`config.mk`:
```
export PLATFORM = sky130hd
export DESIGN_NAME = tx_frame_scheduler
export DESIGN_NICKNAME = d
export VERILOG_FILES = /design/src/rtl/tx_sched_pkg.sv /design/src/rtl/tx_sched_rr_arb.sv /design/src/rtl/tx_frame_scheduler.sv
export SDC_FILE = /design/constraint.sdc
export NUM_CORES = 1
export LEC_CHECK = 0
export ABC_AREA = 1
export CAP_MARGIN = 15
export CORE_MARGIN = 3
export CORE_UTILIZATION = 45
export CTS_BUF_LIST = sky130_fd_sc_hd__clkbuf_4 sky130_fd_sc_hd__clkbuf_8
export DETAILED_ROUTE_END_ITERATION = 8
export PLACE_DENSITY = 0.87
export SETUP_SLACK_MARGIN = 0.1
export SLEW_MARGIN = 30
export SYNTH_ARGS = -nofsm -noshare
export SYNTH_HDL_FRONTEND = slang
export SYNTH_HIERARCHICAL = 1
export SYNTH_SLANG_ARGS = --single-unit
```
`constraint.sdc`:
```
create_clock -name clk_1M024 -period 2.91 [get_ports clk_1M024]
set_input_delay 0.4365 -clock clk_1M024 [delete_from_list [all_inputs] [get_ports clk_1M024]]
set_output_delay 0.4365 -clock clk_1M024 [all_outputs]
set_load 0.005 [all_outputs]
```
`src/rtl/tx_sched_pkg.sv`:
```
// Shared constants for the Tx frame scheduler: modulation codes, FSM encoding, port indices.
package tx_sched_pkg;

  localparam logic [3:0] MODE_BPSK = 4'b0001;
  localparam logic [3:0] MODE_QPSK = 4'b0010;
  localparam logic [3:0] MODE_MIX  = 4'b0100;

  localparam logic PORT_BPSK = 1'b0;
  localparam logic PORT_QPSK = 1'b1;

  typedef enum logic [1:0] {
    ST_IDLE  = 2'd0,
    ST_GUARD = 2'd1,
    ST_XFER  = 2'd2
  } state_t;

  function automatic logic [3:0] port_mode(input logic port);
    return (port == PORT_QPSK) ? MODE_QPSK : MODE_BPSK;
  endfunction

endpackage

```
`src/rtl/tx_sched_rr_arb.sv`:
```
// Two-way round-robin arbiter; MODE_CTRL masks which sources are eligible.
module tx_sched_rr_arb
  import tx_sched_pkg::*;
(
  input  logic [3:0] mode_ctrl,
  input  logic       req0,
  input  logic       req1,
  input  logic       last_grant,
  output logic       grant,
  output logic       grant_valid,
  output logic       last_grant_nxt
);

  logic elig0;
  logic elig1;

  always_comb begin
    elig0 = req0 & ((mode_ctrl == MODE_BPSK) | (mode_ctrl == MODE_MIX));
    elig1 = req1 & ((mode_ctrl == MODE_QPSK) | (mode_ctrl == MODE_MIX));
    grant_valid = elig0 | elig1;
    // on a tie, the port that did not win last time goes first
    if (elig0 && elig1) begin
      grant = ~last_grant;
    end else begin
      grant = elig1;
    end
    last_grant_nxt = grant_valid ? grant : last_grant;
  end

endmodule

```
`src/rtl/tx_frame_scheduler.sv`:
```
// Per-frame arbiter sharing the Tx modulator byte stream between BPSK and QPSK sources.
// Optional frame length limit with sticky truncation flag: define TX_SCHED_MAXLEN_EN.
//
// state | meaning
// IDLE  | sample MODE_CTRL, pick a source, decide whether a guard gap is needed
// GUARD | modulation changed: hold the stream idle for GAP_CYCLES cycles
// XFER  | combinational pass-through of the granted source until tlast
module tx_frame_scheduler
  import tx_sched_pkg::*;
#(
  parameter int GAP_CYCLES    = 8,
  parameter int MAX_FRAME_LEN = 256
)
(
  input  logic       clk_1M024,
  input  logic       rst_n_1M024,
  input  logic [3:0] MODE_CTRL,
  input  logic [7:0] s0_tdata,
  input  logic       s0_tvalid,
  input  logic       s0_tlast,
  output logic       s0_tready,
  input  logic [7:0] s1_tdata,
  input  logic       s1_tvalid,
  input  logic       s1_tlast,
  output logic       s1_tready,
  output logic [7:0] m_tdata,
  output logic       m_tvalid,
  input  logic       m_tready,
  output logic       m_tlast,
  output logic       m_tuser,
  output logic [3:0] mode_sel,
  output logic       busy,
  output logic       err_trunc
);

  localparam int CNT_W = $clog2(MAX_FRAME_LEN);

  state_t           state, state_nxt;
  logic [3:0]       mode_sel_nxt;
  logic [7:0]       gap_cnt, gap_cnt_nxt;
  logic             grant_q, grant_nxt;
  logic             last_grant, last_grant_nxt;
  logic [CNT_W-1:0] byte_cnt, byte_cnt_nxt;
  logic             first_pending, first_pending_nxt;

  logic             arb_grant;
  logic             arb_valid;
  logic             arb_last_grant;
  logic [3:0]       req_mode;

  logic             xfer;
  logic [7:0]       src_data;
  logic             src_valid;
  logic             src_last;
  logic             hs;

  tx_sched_rr_arb u_arb (
    .mode_ctrl      (MODE_CTRL),
    .req0           (s0_tvalid),
    .req1           (s1_tvalid),
    .last_grant     (last_grant),
    .grant          (arb_grant),
    .grant_valid    (arb_valid),
    .last_grant_nxt (arb_last_grant)
  );

  assign req_mode  = port_mode(arb_grant);
  assign xfer      = (state == ST_XFER);
  assign src_data  = (grant_q == PORT_QPSK) ? s1_tdata  : s0_tdata;
  assign src_valid = (grant_q == PORT_QPSK) ? s1_tvalid : s0_tvalid;
  assign src_last  = (grant_q == PORT_QPSK) ? s1_tlast  : s0_tlast;

  assign m_tvalid  = xfer & src_valid;
  assign m_tdata   = xfer ? src_data : 8'h00;
  assign m_tuser   = first_pending & m_tvalid;
  assign s0_tready = xfer & (grant_q == PORT_BPSK) & m_tready;
  assign s1_tready = xfer & (grant_q == PORT_QPSK) & m_tready;
  assign busy      = (state != ST_IDLE);
  assign hs        = m_tvalid & m_tready;

`ifdef TX_SCHED_MAXLEN_EN
  logic at_limit;
  logic trunc;

  assign at_limit = (byte_cnt == CNT_W'(MAX_FRAME_LEN - 1));
  // a frame hitting the limit is closed here; the rest of it becomes a new frame
  assign m_tlast  = m_tvalid & (src_last | at_limit);
  assign trunc    = hs & at_limit & ~src_last;

  always_ff @(posedge clk_1M024 or negedge rst_n_1M024) begin
    if (!rst_n_1M024) begin
      err_trunc <= 1'b0;
    end else if (trunc) begin
      err_trunc <= 1'b1;
    end
  end
`else
  assign m_tlast   = m_tvalid & src_last;
  assign err_trunc = 1'b0;
`endif

  always_ff @(posedge clk_1M024 or negedge rst_n_1M024) begin
    if (!rst_n_1M024) begin
      state         <= ST_IDLE;
      mode_sel      <= MODE_BPSK;
      gap_cnt       <= 8'd0;
      grant_q       <= PORT_BPSK;
      last_grant    <= PORT_QPSK;
      byte_cnt      <= '0;
      first_pending <= 1'b0;
    end else begin
      state         <= state_nxt;
      mode_sel      <= mode_sel_nxt;
      gap_cnt       <= gap_cnt_nxt;
      grant_q       <= grant_nxt;
      last_grant    <= last_grant_nxt;
      byte_cnt      <= byte_cnt_nxt;
      first_pending <= first_pending_nxt;
    end
  end

  always_comb begin
    state_nxt         = state;
    mode_sel_nxt      = mode_sel;
    gap_cnt_nxt       = gap_cnt;
    grant_nxt         = grant_q;
    last_grant_nxt    = last_grant;
    byte_cnt_nxt      = byte_cnt;
    first_pending_nxt = first_pending;

    case (state)
      ST_IDLE: begin
        if (arb_valid) begin
          grant_nxt         = arb_grant;
          last_grant_nxt    = arb_last_grant;
          first_pending_nxt = 1'b1;
          if (req_mode != mode_sel) begin
            mode_sel_nxt = req_mode;
            gap_cnt_nxt  = 8'(GAP_CYCLES - 1);
            state_nxt    = ST_GUARD;
          end else begin
            state_nxt = ST_XFER;
          end
        end
      end
      ST_GUARD: begin
        if (gap_cnt == 8'd0) begin
          state_nxt = ST_XFER;
        end else begin
          gap_cnt_nxt = gap_cnt - 8'd1;
        end
      end
      ST_XFER: begin
        if (hs) begin
          first_pending_nxt = 1'b0;
          if (m_tlast) begin
            byte_cnt_nxt = '0;
            state_nxt    = ST_IDLE;
          end else begin
            byte_cnt_nxt = byte_cnt + CNT_W'(1);
          end
        end
      end
      default: begin
        state_nxt = ST_IDLE;
      end
    endcase
  end

endmodule

```
==> flow_metrics.env, run 1 <==
export IMPL_r2r_slack_ns=1.24
export IMPL_end_kind="output port"
export IMPL_die_h_um=56.5
export IMPL_fmax_mhz=407
export IMPL_ctsResizeCount=0
export IMPL_use_met2_pct=40.3
export IMPL_grt_util_all_layers_pct=20.6
export IMPL_row_count=17
export IMPL_hp_class="reg2reg"
export IMPL_max_slew_margin_pct=55.7
export IMPL_powerDensity_nw_per_um2=752
export IMPL_fin_area_sq_um=1600
export IMPL_diodes=0
export IMPL_cp_required_ns=2.47
export IMPL_drv_slew=0
export IMPL_ctsRootBufferMaster="clkbuf_4"
export IMPL_cts_tree="yes"
export IMPL_gr_max_usage_layer="met2"
export IMPL_min_period_ns=2.45
export IMPL_synth_edf_count=0
export IMPL_grt_max_degree=16
export IMPL_synth_simple_area_share_pct=35.8
export IMPL_syn_avg_cell_area_sq_um=6.75
export IMPL_critPathLaunchType="flip-flop"
export IMPL_path_clk_slew_ns=0.08
export IMPL_grt_pass1_vias=1186
export IMPL_clk_latency_ns=0.29
export IMPL_synth_adder_area_share_pct=2.18
export IMPL_grt_pass1_wl_mm=5.21
export IMPL_met1_usage_pct=21.8
export IMPL_cp_endpoint="m_tdata[4]"
export IMPL_areaGrowthSynthToFinish_pct=39.8
export IMPL_worst_setup_path_type="reg2out"
export IMPL_yosysTopAreaCell="dfrtp_1"
export IMPL_post_cts_setup_buffers=0
export IMPL_netlist_area_leader_share_pct=28.4
export IMPL_route_vias_total=1194
export IMPL_finalHoldViolCount=0
export IMPL_ctsHoldBuffers=0
export IMPL_drive_above_1_share_pct=11.2
export IMPL_yosysSeqAreaShare_pct=32.9
export IMPL_crit_start="state[1]"
export IMPL_cp_max_fo=8
export IMPL_worst_r2r_cell_count=11
export IMPL_worstMarginPinSlew_ns=0.662
export IMPL_yosysMostFrequentCell="nand2_1"
export IMPL_viasPerCell=4.93
export IMPL_min_period_over_period_pct=84.3
export IMPL_synthTopCellsByCount="49 x nand2_1, 27 x inv_1, 16 x nor2_1, 13 x dfrtp_1"
export IMPL_status="finished, final reports clean"
export IMPL_synth_area_mux_share_pct=0
export IMPL_firstDrtPassIters=4
export IMPL_ys_flop_type="dfrtp_1"
export IMPL_overflow=0
export IMPL_portBuffers=42
export IMPL_dieArea_sq_um=3190
export IMPL_fin_skew_ns=0.00189
export IMPL_vdd_drop_max_mv=0.508
export IMPL_synth_compound_area_share_pct=14.2
export IMPL_start_util_pct=49.5
export IMPL_finalSetupViolCount=0
export IMPL_initialDrtViolationCount=19
export IMPL_fp_dieW_um=56.5
export IMPL_synthXorXnorAreaFrac_pct=1.53
export IMPL_arrival_ns=2.02
export IMPL_synth_top_family_by_area="simple AND/OR/NAND/NOR gates"
export IMPL_netlist_instances=170
export IMPL_place_congestion=0.833
export IMPL_reg2reg_to="gap_cnt[4]"
export IMPL_drtAntennaViolNets=0
export IMPL_synthesis_area_sq_um=1150
export IMPL_synthArstFlopShare_pct=100
export IMPL_rsz0062_at_grt="false"
export IMPL_design_core_area_sq_um=2320
export IMPL_wl_per_cell_um=12.4
export IMPL_tns_ns=0
export IMPL_maxCapViolCount=0
export IMPL_netlist_cell_type_count=24
export IMPL_yosys_warnings=6
export IMPL_fillers=196
export IMPL_p_leak_nw=0.783
export IMPL_rr_startpoint="last_grant"
export IMPL_ctsLongestPathBuffers=2
export IMPL_cts_sinks=15
export IMPL_h_tree_depth=1
export IMPL_dpl_cell_area_sq_um=1580
export IMPL_nNetsFinal=244
export IMPL_antenna_found_initial=0
export IMPL_ys_ff_latch=15
export IMPL_numCtsBuffers=3
export IMPL_ios=46
export IMPL_grtUsageMet3_pct=4.14
export IMPL_hpwl_mm=2.56
export IMPL_drt_wl_total_mm=3.00
export IMPL_yosys_top_cells_area="dfrtp_1 28%, nand2_1 16%, inv_1 8.8%"
export IMPL_drc=0
## how the worst min path moves through the flow
stage	start	end	slack, ns	cells after the start
finish	gap_cnt[1]	gap_cnt[1]	0.49	2
global route	gap_cnt[1]	gap_cnt[1]	0.51	2
CTS	gap_cnt[1]	gap_cnt[1]	0.50	2
detailed placement	gap_cnt[1]	gap_cnt[1]	0.48	2
global placement	gap_cnt[1]	gap_cnt[1]	0.47	2
floorplan	rst_n_1M024	first_pending	0.14	0
## power by group
part | switching [mW] | total (mW) | internal (mW)
clock network | 0.0675 | 0.119 | 0.0512
logic | 0.406 | 0.738 | 0.332
registers | 0.0623 | 0.350 | 0.288
total | 0.535 | 1.21 | 0.671
## final cells by class
class / instances / area [sq um] / share of cell area (%)
clock buffer: 3 / 22.5 / 1.40
tap: 28 / 35.0 / 2.18
multi-input combinational: 122 / 627 / 39.1
timing repair buffer: 42 / 420 / 26.2
clock inverter: 1 / 5.00 / 0.312
sequential: 15 / 378 / 23.6
inverter: 31 / 116 / 7.25
## through the flow
step	power (mW)	util [%]	setup slack [ns]	hold WS (ns)	std cells
after CTS	1.22	69.2	0.430	0.497	242
after global placement	1.06	68.0	0.597	0.466	238
after floorplan	0.829	-	1.38	0.141	172
final	1.21	69.2	0.455	0.492	242
after detailed placement	1.09	68.0	0.584	0.475	238
after global routing	1.33	69.2	0.303	0.514	242
## registers in the layout (all words and copies together), names as in the netlist
| signal | cells |
|---|---|
| first_pending | 1 |
| last_grant | 1 |
| gap_cnt | 8 |
| grant_q | 1 |
| state | 2 |
| mode_sel | 2 |
## cells in the final DEF (no fill, tap or decap)
cell             synthesis  routed
a21oi_1                  4       4
a22o_1                   8       8
clkbuf_4                 0       3
clkdlybuf4s50_1          0      42
clkinv_2                 0       1
conb_1                   1       3
dfrtp_1                 13      13
dfstp_2                  2       2
ha_1                     2       2
inv_1                   27      27
inv_2                    4       4
nand2_1                 49      49
nand2_2                  3       3
nand3_1                  8       8
nand3_2                  1       1
nand3_4                  1       1
nand4_1                  1       1
nor2_1                  16      16
nor2_2                   5       5
nor2_4                   2       2
nor3_1                   4       4
o21ai_0                  7       7
o21ai_1                  4       4
o21ai_2                  2       2
xor2_1                   2       2
## layer usage
layer  routed length, um  up-vias  share of wire [%]
li1                    -      616                  -
met1                1120      550                 37
met2                1720       20                 57
met3                 103        8                3.4
met4                  66        0                2.2
met5                   0        -                  0
## cell families (layout without fill, tap and decap cells)
logic type / after synthesis / after routing
AND/OR/NAND/NOR: 90 / 90
other: 1 / 3
buffers and inverters: 35 / 77
AO/OA/AOI/OAI: 25 / 25
flip-flops: 15 / 15
XOR/XNOR: 2 / 2
adder cells (fa/ha/maj): 2 / 2
## critical path: stages, from the launching register on
cell and delay, ns:
dfrtp_1 0.40, inv_1 0.07, nor2_1 0.13, inv_1 0.13, nor2_2 0.28, a22o_1 0.21, clkdlybuf4s50_1 0.51
Note: power is estimated with default switching activity, not from simulation.
==> inputs of run 2 (changes only) <==
--- a/config.mk
+++ b/config.mk
@@ -8,10 +8,10 @@
 export ABC_AREA = 1
 export CAP_MARGIN = 15
 export CORE_MARGIN = 3
-export CORE_UTILIZATION = 45
+export CORE_UTILIZATION = 40
 export CTS_BUF_LIST = sky130_fd_sc_hd__clkbuf_4 sky130_fd_sc_hd__clkbuf_8
 export DETAILED_ROUTE_END_ITERATION = 8
-export PLACE_DENSITY = 0.87
+export PLACE_DENSITY = 0.82
 export SETUP_SLACK_MARGIN = 0.1
 export SLEW_MARGIN = 30
 export SYNTH_ARGS = -nofsm -noshare
==> constraint.sdc (replaced) <==
create_clock -name clk_1M024 -period 2 [get_ports clk_1M024]
set_input_delay 0.3 -clock clk_1M024 [delete_from_list [all_inputs] [get_ports clk_1M024]]
set_output_delay 0.3 -clock clk_1M024 [all_outputs]
set_load 0.005 [all_outputs]
==> flow_metrics.env, run 2 (synthesized netlist as in run 1, its figures left out) <==
export IMPL_arrival_ns=1.51
export IMPL_rsz0062_at_grt="false"
export IMPL_fillers=228
export IMPL_grt_max_degree=16
export IMPL_place_congestion=0.840
export IMPL_drt_wl_total_mm=2.85
export IMPL_finalHoldViolCount=0
export IMPL_grt_util_all_layers_pct=18.2
export IMPL_dieArea_sq_um=3550
export IMPL_cts_tree="yes"
export IMPL_largestRegisters="gap_cnt: 8 flops, mode_sel: 2 flops, state: 2 flops"
export IMPL_path_cells="nor2_2, inv_2, nor2_4, a22o_1, dlygate4sd2_1"
export IMPL_fin_skew_ns=0.00174
export IMPL_final_common_cell="nand2_1"
export IMPL_row_count=18
export IMPL_tns_ns=0
export IMPL_route_vias_total=1206
export IMPL_fin_util_pct=66.1
export IMPL_crit_slowest_cell="dfrtp_1"
export IMPL_overflow=0
export IMPL_nNetsFinal=255
export IMPL_antenna_found_initial=0
export IMPL_wl_per_cell_um=11.2
export IMPL_path_clk_slew_ns=0.09
export IMPL_status="finished, final reports clean"
export IMPL_regMostFlops="gap_cnt"
export IMPL_min_period_ns=1.81
export IMPL_clk_latency_ns=0.29
export IMPL_final_cell_mix="47 x nand2_1, 27 x clkdlybuf4s50_1, 25 x inv_1"
export IMPL_min_period_over_period_pct=90.4
export IMPL_fp_dieW_um=59.6
export IMPL_largest_reg_flops=8
export IMPL_drtAntennaViolNets=0
export IMPL_grt_pass1_wl_mm=5.00
export IMPL_vdd_drop_max_mv=0.847
export IMPL_drive_above_1_share_pct=19.1
export IMPL_critPathLaunchType="flip-flop"
export IMPL_fmax_mhz=553
export IMPL_hpwl_mm=2.20
export IMPL_end_kind="output port"
export IMPL_diodes=0
export IMPL_crit_path_max_incr_delay_ns=0.41
export IMPL_drc=0
export IMPL_finalSetupViolCount=0
export IMPL_grt_pass1_vias=1179
export IMPL_maxCapViolCount=0
export IMPL_numCtsBuffers=3
export IMPL_ios=46
export IMPL_p_leak_nw=0.906
export IMPL_die_h_um=59.6
export IMPL_start_util_pct=44.3
export IMPL_cp_required_ns=1.70
export IMPL_ctsRootBufferMaster="clkbuf_4"
export IMPL_powerDensity_nw_per_um2=1120
export IMPL_areaGrowthSynthToFinish_pct=49.2
export IMPL_design_core_area_sq_um=2590
export IMPL_viasPerCell=4.73
export IMPL_cp_max_fo=8
export IMPL_cts_sinks=15
export IMPL_hp_class="in2async"
export IMPL_h_tree_depth=1
export IMPL_ctsHoldBuffers=0
export IMPL_ctsLongestPathBuffers=2
export IMPL_drv_slew=0
export IMPL_initialDrtViolationCount=31
export IMPL_portBuffers=42
export IMPL_worst_setup_path_type="reg2out"
export IMPL_firstDrtPassIters=4
run 2: cell count changes in the layout (fill, tap and decap cells not counted), moves of 2 or more:
cell,previous run,this run
dlygate4sd2_1,0,13
inv_1,27,25
nand2_2,3,5
nor2_1,16,14
clkdlybuf4s50_1,42,27
nand2_1,49,47
nor2_4,2,5
buf_4,0,10
run 2: final timing paths:
check,startpoint,to,slack (ns),cells past startpoint
worst max-delay path,state[0],m_tdata[3],0.19,5
min in group clk_1M024,gap_cnt[1],gap_cnt[1],0.49,2
worst min-delay path,rst_n_1M024,gap_cnt[2],0.31,2
worst max register to register,last_grant,gap_cnt[6],0.49,10
worst min register to register,gap_cnt[1],gap_cnt[1],0.49,2
max in group asynchronous,rst_n_1M024,last_grant,1.45,2
run 2: critical path, delay by kind of cell (launching register included):
kind            cells  cell delay, ns
flops               1            0.41
simple gates        2            0.32
compound gates      1            0.16
buf+inv             2            0.31
run 2: report_power, final:
part	internal (mW)	total, mW	switching, mW
Clock	0.0745	0.177	0.102
Combinational	0.590	1.24	0.653
Sequential	0.420	0.500	0.0796
run 2: cell type report:
cell class | count | area, sq um | area share (%)
inverter | 31 | 119 | 6.94
tap | 30 | 37.5 | 2.19
sequential | 15 | 379 | 22.1
clock inverter | 1 | 5.00 | 0.292
timing repair buffer | 53 | 497 | 29.0
clock buffer | 3 | 22.5 | 1.32
multi-input combinational | 122 | 652 | 38.1
run 2: routing by layer:
metal  up-vias  track usage (%)  wire [um]
met5         -                0          0
met4         0             5.06         52
met3         9             4.79        187
met2        32             30.7       1360
met1       526             22.7       1250
li1        639                -          -
run 2: what timing repair did:
action	4_1_cts	5_1_grt
endpoints found under the setup margin	13	8
buffers inserted	3	0
pin swaps	2	1
gates cloned	0	0
hold endpoints to repair	0	0
gates resized for setup	24	4
run 2: through the flow:
stage               instances  hold slack [ns]  cell area, sq um  power (mW)  setup slack [ns]
finish                    255            0.306              1710        1.92             0.192
global route              255            0.315              1710        2.12             0.104
CTS                       255            0.301              1710        1.93             0.102
detailed placement        248            0.479              1650        1.72           -0.0280
global placement          248            0.464              1650        1.71           -0.0151
floorplan                 172          0.00441              1150        1.21             0.607
